--- config.mk ---
export PLATFORM = sky130hd
export DESIGN_NAME = pc_flat
export DESIGN_NICKNAME = d
export VERILOG_FILES = /design/src/rtl/pc_if.sv /design/src/rtl/pc.sv /design/src/flat_wrapper.sv
export SDC_FILE = /design/constraint.sdc
export NUM_CORES = 1
export LEC_CHECK = 0
export CORE_UTILIZATION = 45
export DETAILED_ROUTE_END_ITERATION = 10
export DONT_BUFFER_PORTS = 1
export SLEW_MARGIN = 20
export SYNTH_ARGS = -nofsm -noshare
export SYNTH_HDL_FRONTEND = slang
export SYNTH_SLANG_ARGS = --single-unit
--- constraint.sdc ---
create_clock -name clk -period 2.2 [get_ports clk]
set_clock_uncertainty 0.15 [all_clocks]
set_input_delay 0.22 -clock clk [delete_from_list [all_inputs] [get_ports clk]]
set_output_delay 0.22 -clock clk [all_outputs]
set_load 0.01 [all_outputs]
--- src/rtl/pc_if.sv ---
// Program-counter bus: next-PC / redirect requests in, current PC and alignment status out.
interface pc_if;
    logic [31:0] pc_next;
    logic        pc_en;
    logic        redirect_valid;
    logic [31:0] redirect_target;
    logic [31:0] pc_curr;
    logic [31:0] pc_plus4;
    logic        pc_valid;
    logic        pc_misaligned;
    logic [31:0] pc_bad_addr;

    modport master (
        output pc_next, pc_en, redirect_valid, redirect_target,
        input  pc_curr, pc_plus4, pc_valid, pc_misaligned, pc_bad_addr
    );

    modport slave (
        input  pc_next, pc_en, redirect_valid, redirect_target,
        output pc_curr, pc_plus4, pc_valid, pc_misaligned, pc_bad_addr
    );
endinterface

--- src/rtl/pc.sv ---
// Program counter with redirect priority, stall and optional alignment rejection.
// Optional feature macro: PC_ALIGN_CHECK_EN (reject loads whose target is not word aligned).
module pc #(
    parameter logic [31:0] RESET_VECTOR = 32'h0000_0000
) (
    input  logic clk,
    input  logic rst,
    pc_if.slave  bus
);
    localparam int unsigned XLEN = 32;
    localparam logic [XLEN-1:0] RESET_PC = {RESET_VECTOR[XLEN-1:2], 2'b00};

    logic [XLEN-1:0] pc_q;
    logic            valid_q;
    logic            load_c;
    logic [XLEN-1:0] target_c;

    // Redirect wins over the sequential candidate regardless of pc_en.
    always_comb begin
        load_c   = bus.redirect_valid | bus.pc_en;
        target_c = bus.redirect_valid ? bus.redirect_target : bus.pc_next;
    end

`ifdef PC_ALIGN_CHECK_EN
    logic            reject_c;
    logic            mis_q;
    logic [XLEN-1:0] bad_q;

    always_comb begin
        reject_c = load_c & (target_c[1:0] != 2'b00);
    end

    always_ff @(posedge clk or negedge rst) begin
        if (!rst) begin
            pc_q    <= RESET_PC;
            valid_q <= 1'b0;
            mis_q   <= 1'b0;
            bad_q   <= '0;
        end else begin
            valid_q <= 1'b1;
            mis_q   <= reject_c;
            if (reject_c) begin
                bad_q <= target_c;
            end else if (load_c) begin
                pc_q <= target_c;
            end
        end
    end

    assign bus.pc_misaligned = mis_q;
    assign bus.pc_bad_addr   = bad_q;
`else
    always_ff @(posedge clk or negedge rst) begin
        if (!rst) begin
            pc_q    <= RESET_PC;
            valid_q <= 1'b0;
        end else begin
            valid_q <= 1'b1;
            if (load_c) begin
                pc_q <= target_c;
            end
        end
    end

    assign bus.pc_misaligned = 1'b0;
    assign bus.pc_bad_addr   = '0;
`endif

    assign bus.pc_curr  = pc_q;
    assign bus.pc_valid = valid_q;
    // Wraps modulo 2^32 by truncation.
    assign bus.pc_plus4 = pc_q + XLEN'(4);
endmodule

--- src/flat_wrapper.sv ---
// flat-port wrapper written by rule: the top's interface ports become plain ports
module pc_flat 
#(
    parameter logic [31:0] RESET_VECTOR = 32'h0000_0000
)
  (clk, rst, bus_pc_next, bus_pc_en, bus_redirect_valid, bus_redirect_target, bus_pc_curr, bus_pc_plus4, bus_pc_valid, bus_pc_misaligned, bus_pc_bad_addr);
  pc_if bus_i ();
  input  logic clk;
  input  logic rst;
  input wire logic [$bits(bus_i.pc_next)-1:0] bus_pc_next;
  input wire logic [$bits(bus_i.pc_en)-1:0] bus_pc_en;
  input wire logic [$bits(bus_i.redirect_valid)-1:0] bus_redirect_valid;
  input wire logic [$bits(bus_i.redirect_target)-1:0] bus_redirect_target;
  output wire logic [$bits(bus_i.pc_curr)-1:0] bus_pc_curr;
  output wire logic [$bits(bus_i.pc_plus4)-1:0] bus_pc_plus4;
  output wire logic [$bits(bus_i.pc_valid)-1:0] bus_pc_valid;
  output wire logic [$bits(bus_i.pc_misaligned)-1:0] bus_pc_misaligned;
  output wire logic [$bits(bus_i.pc_bad_addr)-1:0] bus_pc_bad_addr;
  assign bus_i.pc_next = bus_pc_next;
  assign bus_i.pc_en = bus_pc_en;
  assign bus_i.redirect_valid = bus_redirect_valid;
  assign bus_i.redirect_target = bus_redirect_target;
  assign bus_pc_curr = bus_i.pc_curr;
  assign bus_pc_plus4 = bus_i.pc_plus4;
  assign bus_pc_valid = bus_i.pc_valid;
  assign bus_pc_misaligned = bus_i.pc_misaligned;
  assign bus_pc_bad_addr = bus_i.pc_bad_addr;
  pc #(.RESET_VECTOR(RESET_VECTOR)) u_core (.clk(clk), .rst(rst), .bus(bus_i));
endmodule
Word level (Yosys, flattened, before mapping)
Index checks and enable logic that the tools add are counted.
- bits in read-only memories: 0
- word-level logic and storage cells: 5
- register bits after elaboration: 33
- output and inout bits: 98
- bits in latches: 0
- memories: 0
- bits of input ports: 68
- memory bits (writable): 0
- shift operators: 0
- div/mod/pow operators: 0
- equality and inequality tests: 0
- reduce and logical (&&, ||, !) cells: 0
- bitwise logic cells: 1
- multiplexer cells: 1
- multipliers: 0
- magnitude comparators: 0
- $add $sub $neg: 1
- operators with widths (operator ; count):
    adder 32 x 3 -> 32 bit, second input constant ; 1
    two-way mux 32 bit ; 1
    bitwise OR 1 bit ; 1

Longest topological paths before layout
Gate-level depths: netlist (run 1).
- depth in word-level cells: 1
- mapped depth: 5
- depth with buffers taken out: 5

Worst setup path before layout (run 1)
Ideal clock, no wire load.
- kind: register to output
- from: register u_core.pc_q[2] (netlist: u_core.bus.pc_curr[2])
- to: output bus_pc_plus4[14]
- buffers on the path: 0
- path slack: 238 ps
- data required time: 1830 ps
- cell stages (with the launch flop): 6
- arrival time: 1592 ps
- cells stage by stage: dfrtp_1 > ha_1 > nand3_1 > or3_4 > nor3_2 > xor2_1
- word-level cells in the longest chain between the ends: 1
- RTL lines (what ; line ; RTL):
    start: declaration ; pc.sv:13 ; logic [XLEN-1:0] pc_q;
    start signal: assignment ; pc.sv:60 ; pc_q <= target_c;
    adder 32 x 3 -> 32 bit ; pc.sv:72 ; assign bus.pc_plus4 = pc_q + XLEN'(4);
    end: declaration ; flat_wrapper.sv:15 ; output wire logic [$bits(bus_i.pc_plus4)-1:0] bus_pc_plus4;
No other way between the ends.

Worst setup path in the final report (run 1)
- from: register u_core.pc_q[9] (netlist: u_core.bus.pc_curr[9])
- to: output bus_pc_plus4[30]
Same word-level chain as after synthesis.

==> results of run 1 <==
-- power by group --
group          internal (mW)  total [mW]  switching (mW)
Clock                  0.225       0.435           0.210
Sequential             0.665       0.769           0.104
Combinational          0.189       0.396           0.207
Total                   1.08        1.60           0.521
-- worst register-to-register path, stage by stage, from the launching register on --
cell	delay [ps]
sky130_fd_sc_hd__dfrtp_1	410
sky130_fd_sc_hd__buf_4	170
sky130_fd_sc_hd__mux2i_1	110
sky130_fd_sc_hd__o21ai_0	80
sky130_fd_sc_hd__dlygate4sd3_1	560
-- flip-flops by register name (all words and copies together), names as in the netlist --
| name | count |
|---|---|
| u_core.bus.pc_curr | 32 |
| u_core.bus.pc_valid | 1 |
-- kinds of logic after synthesis --
kind of cell / after synthesis / share of synthesized area (%)
AO/OA/AOI/OAI: 32 / 6.93
XOR/XNOR: 28 / 10.6
adder cells (fa/ha/maj): 1 / 0.541
buffers and inverters: 50 / 14.0
flip-flops: 33 / 35.7
multiplexers: 32 / 13.9
other: 2 / 0.325
AND/OR/NAND/NOR: 75 / 18.1
-- metrics by stage --
step	instances	TNS, ps	instance area, um^2	hold slack, ps
5_1_grt	372	-61.0	2960	4.48
6_report	372	0	2960	-2.62
4_1_cts	371	-13.4	2880	2.33
3_5_place_dp	321	0	2320	-225
3_3_place_gp	321	0	2320	-225
2_1_floorplan	285	0	2430	-226
-- cell type report --
type                            instances  area share, %
Tap cell                               67           2.83
Multi-Input combinational cell        202           46.6
Inverter                                4          0.508
Timing Repair Buffer                   58           19.1
Sequential cell                        33           28.2
Clock buffer                            8           2.71
-- worst max path at each step --
stage	start	cells past startpoint	end	slack (ps)
floorplan	u_core.bus.pc_curr[2]$_DFFE_PN0P_	5	bus_pc_plus4[14]	240
CTS	u_core.bus.pc_curr[3]$_DFFE_PN0P_	6	bus_pc_plus4[25]	-10
global route	u_core.bus.pc_curr[9]$_DFFE_PN0P_	5	bus_pc_plus4[30]	-20
detailed placement	u_core.bus.pc_curr[3]$_DFFE_PN0P_	5	bus_pc_plus4[14]	220
finish	u_core.bus.pc_curr[9]$_DFFE_PN0P_	5	bus_pc_plus4[30]	60
global placement	u_core.bus.pc_curr[2]$_DFFE_PN0P_	5	bus_pc_plus4[14]	280
-- synth_stat cells, types with 4 or more instances --
cell	instances	area, um^2
sky130_fd_sc_hd__mux2i_1	32	320
sky130_fd_sc_hd__nand2_1	37	139
sky130_fd_sc_hd__nand4_1	8	50.1
sky130_fd_sc_hd__inv_1	4	15.0
sky130_fd_sc_hd__buf_4	35	263
sky130_fd_sc_hd__o21ai_0	32	160
sky130_fd_sc_hd__xnor2_1	22	193
sky130_fd_sc_hd__nand3_1	13	65.1
sky130_fd_sc_hd__dfrtp_1	33	826
sky130_fd_sc_hd__xor2_1	6	52.6
sky130_fd_sc_hd__clkbuf_1	8	30.0
-- layer usage --
layer	track usage [%]	share of wire (%)
met5	0	0
met1	21.8	39
met2	36.3	52
met3	5.49	7.7
met4	8.55	1.5
-- what timing repair did --
item	4_1_cts	5_1_grt
hold buffers	40	1
hold endpoints to repair	65	1
pin swaps	3	3
setup endpoints to repair	10	18
buffers inserted	2	0
gates cloned	0	0
gates resized for setup	8	15
==> results.py, run 1 <==
metrics = {
    "global_routing": {
        "gr-total-overflow": 0,
        "grt_usage_pct": 20.0,
        "grt_pass1_vias": 1705,
        "grt_pass1_wl_um": 8030,
        "antenna_found_initial": 0,
        "grt_start_max_net_pins": 65,
    },
    "run": {
        "cap_viol_max_count": 0,
    },
    "sta": {
        "postLayoutSetupSlackWorst_ps": 62.5,
        "final_min_period_over_clock_period_pct": 97.2,
        "final_count_of_hold_timing_violations": 1,
        "finalCriticalPeriod_ps": 2140,
        "finalSetupViolCount": 0,
        "final-max-slew-violation-count": 0,
        "finalHoldWorstSlack_ps": -2.62,
        "setup_repair_after_global_routing_missed_its_margin": "true",
        "achievable-frequency_mhz": 468,
    },
    "final_layout": {
        "postLayoutCoreUtil_pct": 61.0,
        "nFillCells": 409,
        "most-common-layout-cells": "sky130_fd_sc_hd__dlygate4sd3_1, sky130_fd_sc_hd__nand2_1, sky130_fd_sc_hd__conb_1",
        "antenna_cells_inserted": 0,
        "regArea_um2": 835,
        "multiInputGateArea_um2": 1380,
        "layout.nets": 373,
        "final_layout_size_suffix_gt1_share_pct": 15.7,
        "area_growth_synth_to_finish_pct": 27.9,
        "final_common_cell": "sky130_fd_sc_hd__dlygate4sd3_1",
    },
    "floorplan": {
        "fp.dieArea_um2": 5430,
        "effective_utilization_at_floorplan_pct": 47.7,
        "core_area_um2": 4850,
        "pin_count": 166,
        "num_rows": 25,
        "die-width_um": 73.7,
        "die-height_um": 73.7,
    },
    "worst_setup_path": {
        "ff2ff_setup_slack_ps": 600,
        "timing.critical_path.buf_inv": 1,
        "reg2regPathDepth": 4,
        "critPathKind": "reg -> out",
        "regToRegStartpoint": "u_core.bus.pc_curr[7]$_DFFE_PN0P_",
        "worst-endpoint-arrival_ps": 1770,
        "critical-path-top-delay-family": "simple AND/OR/NAND/NOR gates",
        "worst-endpoint-required_ps": 1830,
        "regToRegEndpoint": "u_core.bus.pc_curr[7]$_DFFE_PN0P_",
        "critPathLaunchType": "flip-flop",
        "critPathCaptureType": "primary output",
        "cpPeakStageDelay_ps": 450,
        "cp_slowest_cell": "sky130_fd_sc_hd__dfrtp_2",
        "cp_cell_sequence": "nand4_4 -> nor4_4 -> buf_6 -> nand4_1 -> xnor2_2",
        "critical_path_peak_fanout": 8,
    },
    "power_and_ir_drop": {
        "report.power.total_mw": 1.60,
        "standby_leakage_power_nw": 1.36,
        "powerDensity_nw_per_um2": 541,
        "peakVddDrop_uv": 284,
    },
    "logic_synthesis": {
        "syn-mean-instance-area_um2": 9.14,
        "synth_sequential_area_ratio_pct": 35.7,
        "synthArstFlopShare_pct": 100,
        "synth_cell_types": 26,
        "synth-seq-cells": 33,
        "number_of_flops_mapped_to_enable_cells_by_yosys": 0,
        "yosysWarnings": 0,
        "netlist_area_um2": 2310,
        "postSynth.topFlopCell": "sky130_fd_sc_hd__dfrtp_1",
        "post_synth_inst_count": 253,
    },
    "placement": {
        "placement.io_buffers": 0,
        "last_weighted_congestion_value_of_the_routability_driven_placer": 0.674,
        "place.detailed.hpwl_um": 3660,
        "dp_slack_ps": 219,
    },
    "clock_tree": {
        "clock_sinks": 33,
        "cts-htree-levels": 2,
        "cts.clk_slew.worst_paths_ps": 70,
        "max-clock-path-buffers": 2,
        "cts_tree": "built",
        "root_cell_of_the_clock_tree": "sky130_fd_sc_hd__clkbuf_8",
        "clkLatencyLatePin_ps": 270,
        "cts-buffers-inserted": 5,
    },
    "min_path": {
        "hp-start": "bus_pc_next[11]",
        "holdPathStages": 2,
        "worstHoldEndpoint": "u_core.bus.pc_curr[11]$_DFFE_PN0P_",
        "holdCritPathClass": "in -> reg",
    },
    "routing": {
        "vias": 1895,
        "detailedRoute.firstIterationViolations": 50,
        "average_wire_per_cell_in_the_routed_design_um": 15.3,
        "routed_via_density": 5.09,
        "routed_wirelength_um": 5700,
        "drc": 0,
        "ant_nets": 0,
        "detail_route.first_pass.iterations": 4,
    },
    "run_status": {
        "violated_checks": "hold timing",
        "run_status": "finished, violations left",
    },
}
(Power assumes the default switching activity.)
==> inputs of run 2 (changes only) <==
--- a/config.mk
+++ b/config.mk
@@ -8,6 +8,7 @@
 export CORE_UTILIZATION = 45
 export DETAILED_ROUTE_END_ITERATION = 10
 export DONT_BUFFER_PORTS = 1
+export HOLD_SLACK_MARGIN = 0.05
 export SLEW_MARGIN = 20
 export SYNTH_ARGS = -nofsm -noshare
 export SYNTH_HDL_FRONTEND = slang
==> constraint.sdc (replaced) <==
create_clock -name clk -period 2.2 [get_ports clk]
set_clock_uncertainty 0.15 [all_clocks]
set_input_delay 0.44 -clock clk [delete_from_list [all_inputs] [get_ports clk]]
set_output_delay 0.44 -clock clk [all_outputs]
set_load 0.01 [all_outputs]
==> results.py, run 2 (synthesized netlist as in run 1, its figures left out) <==
metrics = {
    "sta": {
        "final-max-slew-violation-count": 0,
        "setup_repair_after_global_routing_missed_its_margin": "true",
        "finalCriticalPeriod_ps": 2330,
        "postLayoutSetupSlackWorst_ps": -134,
        "finalSetupViolCount": 16,
        "final_count_of_hold_timing_violations": 0,
        "tns_ps": -1070,
        "achievable-frequency_mhz": 428,
        "final_min_period_over_clock_period_pct": 106,
    },
    "routing": {
        "vias": 1825,
        "detailedRoute.firstIterationViolations": 70,
        "ant_nets": 0,
        "detail_route.first_pass.iterations": 4,
        "drc": 0,
        "average_wire_per_cell_in_the_routed_design_um": 15.2,
        "routed_via_density": 5.11,
        "routed_wirelength_um": 5430,
    },
    "floorplan": {
        "die-width_um": 73.7,
        "core_area_um2": 4850,
        "die-height_um": 73.7,
        "pin_count": 166,
        "effective_utilization_at_floorplan_pct": 47.7,
        "num_rows": 25,
        "fp.dieArea_um2": 5430,
    },
    "min_path": {
        "worstHoldEndpoint": "u_core.bus.pc_curr[30]$_DFFE_PN0P_",
        "holdCritPathClass": "in -> reg",
        "hp-start": "bus_redirect_valid",
        "holdPathStages": 1,
    },
    "clock_tree": {
        "cts.clk_slew.worst_paths_ps": 70,
        "cts_tree": "built",
        "cts-htree-levels": 2,
        "clock_sinks": 33,
        "cts-buffers-inserted": 5,
        "root_cell_of_the_clock_tree": "sky130_fd_sc_hd__clkbuf_8",
        "clkLatencyLatePin_ps": 270,
        "max-clock-path-buffers": 2,
    },
    "final_layout": {
        "area_growth_synth_to_finish_pct": 27.9,
        "layout.nets": 358,
        "antenna_cells_inserted": 0,
        "final_common_cell": "sky130_fd_sc_hd__buf_4",
        "post_layout_nonfiller_instances": 357,
        "final_layout_size_suffix_gt1_share_pct": 32.1,
        "most-common-layout-cells": "sky130_fd_sc_hd__buf_4, sky130_fd_sc_hd__nand2_1, sky130_fd_sc_hd__conb_1",
        "largest_register_ffs": 32,
        "nFillCells": 425,
        "design_area_final_um2": 2960,
    },
    "placement": {
        "dp_cells": 337,
        "placement.io_buffers": 0,
        "last_weighted_congestion_value_of_the_routability_driven_placer": 0.728,
        "place.detailed.hpwl_um": 3860,
        "dpl-instance-area_um2": 2440,
        "dp_slack_ps": 49.3,
    },
    "worst_setup_path": {
        "critical-path-top-delay-family": "simple AND/OR/NAND/NOR gates",
        "cpPeakStageDelay_ps": 390,
        "critPathLaunchType": "flip-flop",
        "critical_path_peak_fanout": 6,
        "worst-endpoint-arrival_ps": 1740,
        "worst-endpoint-required_ps": 1610,
        "cp_cell_sequence": "nand3_4 -> nor4_4 -> buf_4 -> nand4_1 -> xnor2_2",
        "critPathCaptureType": "primary output",
        "regToRegEndpoint": "u_core.bus.pc_curr[9]$_DFFE_PN0P_",
        "regToRegStartpoint": "u_core.bus.pc_curr[9]$_DFFE_PN0P_",
        "critPathKind": "reg -> out",
        "cp_slowest_cell": "sky130_fd_sc_hd__dfrtp_1",
        "ff2ff_setup_slack_ps": 1030,
        "reg2regPathDepth": 4,
        "timing.critical_path.buf_inv": 1,
    },
    "power_and_ir_drop": {
        "report.power.total_mw": 1.58,
        "standby_leakage_power_nw": 1.39,
        "peakVddDrop_uv": 399,
        "powerDensity_nw_per_um2": 536,
    },
    "global_routing": {
        "grt_pass1_wl_um": 7880,
        "antenna_found_initial": 0,
        "grt_usage_pct": 19.8,
        "gr-total-overflow": 0,
        "grt_pass1_vias": 1667,
        "grt_start_max_net_pins": 65,
    },
    "run": {
        "cap_viol_max_count": 0,
    },
    "run_status": {
        "run_status": "finished, violations left",
        "violated_checks": "setup timing",
    },
}
==> run 2: cell types whose count changed in the layout (fill, tap and decap cells not counted), sizes merged <==
cell         before  now
dlygate4sd3      39    1
buf              19   42
==> run 2: how the worst max path moves through the flow <==
stage	start	endpoint	slack [ps]	depth (start not counted)
floorplan	u_core.bus.pc_curr[2]$_DFFE_PN0P_	bus_pc_plus4[14]	20	5
global placement	u_core.bus.pc_curr[2]$_DFFE_PN0P_	bus_pc_plus4[14]	110	5
detailed placement	u_core.bus.pc_curr[2]$_DFFE_PN0P_	bus_pc_plus4[14]	50	5
CTS	u_core.bus.pc_curr[6]$_DFFE_PN0P_	bus_pc_plus4[25]	-130	6
global route	u_core.bus.pc_curr[9]$_DFFE_PN0P_	bus_pc_plus4[22]	-240	5
finish	u_core.bus.pc_curr[7]$_DFFE_PN0P_	bus_pc_plus4[30]	-130	5
==> run 2: layer usage <==
layer / vias up / track usage [%] / wire [um]
li1: 865 / - / -
met4: 0 / 7.69 / 94
met2: 98 / 36.2 / 2890
met5: - / 0 / 0
met1: 854 / 21.2 / 2020
met3: 8 / 5.90 / 413
==> run 2: where the power goes <==
part | internal, mW | switching [mW] | total, mW | leakage (nW)
Sequential | 0.663 | 0.0662 | 0.730 | 0.394
Clock | 0.224 | 0.202 | 0.427 | 0.0395
Combinational | 0.187 | 0.241 | 0.427 | 0.960
==> run 2: cell type report <==
type,count,area (um^2),share of cell area [%]
tap,67,83.8,2.84
inverter,4,15.0,0.508
sequential,33,830,28.1
multi-input combinational,202,1590,53.9
timing repair buffer,43,354,12.0
clock buffer,8,80.1,2.71
==> run 2: stage by stage <==
stage / hold slack [ps] / util, %
2_1_floorplan: -5.59 / -
3_3_place_gp: -5.02 / 50.3
3_5_place_dp: -5.14 / 50.3
4_1_cts: 108 / 59.6
5_1_grt: 97.8 / 61.0
6_report: 114 / 61.0
==> run 2: what timing repair did <==
| action | CTS | global route |
|---|---|---|
| gates resized for setup | 44 | 7 |
| cloned | 0 | 0 |
| endpoints found under the setup margin | 21 | 23 |
| hold buffers | 2 | 0 |
| setup buffers | 7 | 3 |
| pin swaps | 19 | 13 |
| hold endpoints to repair | 33 | 0 |
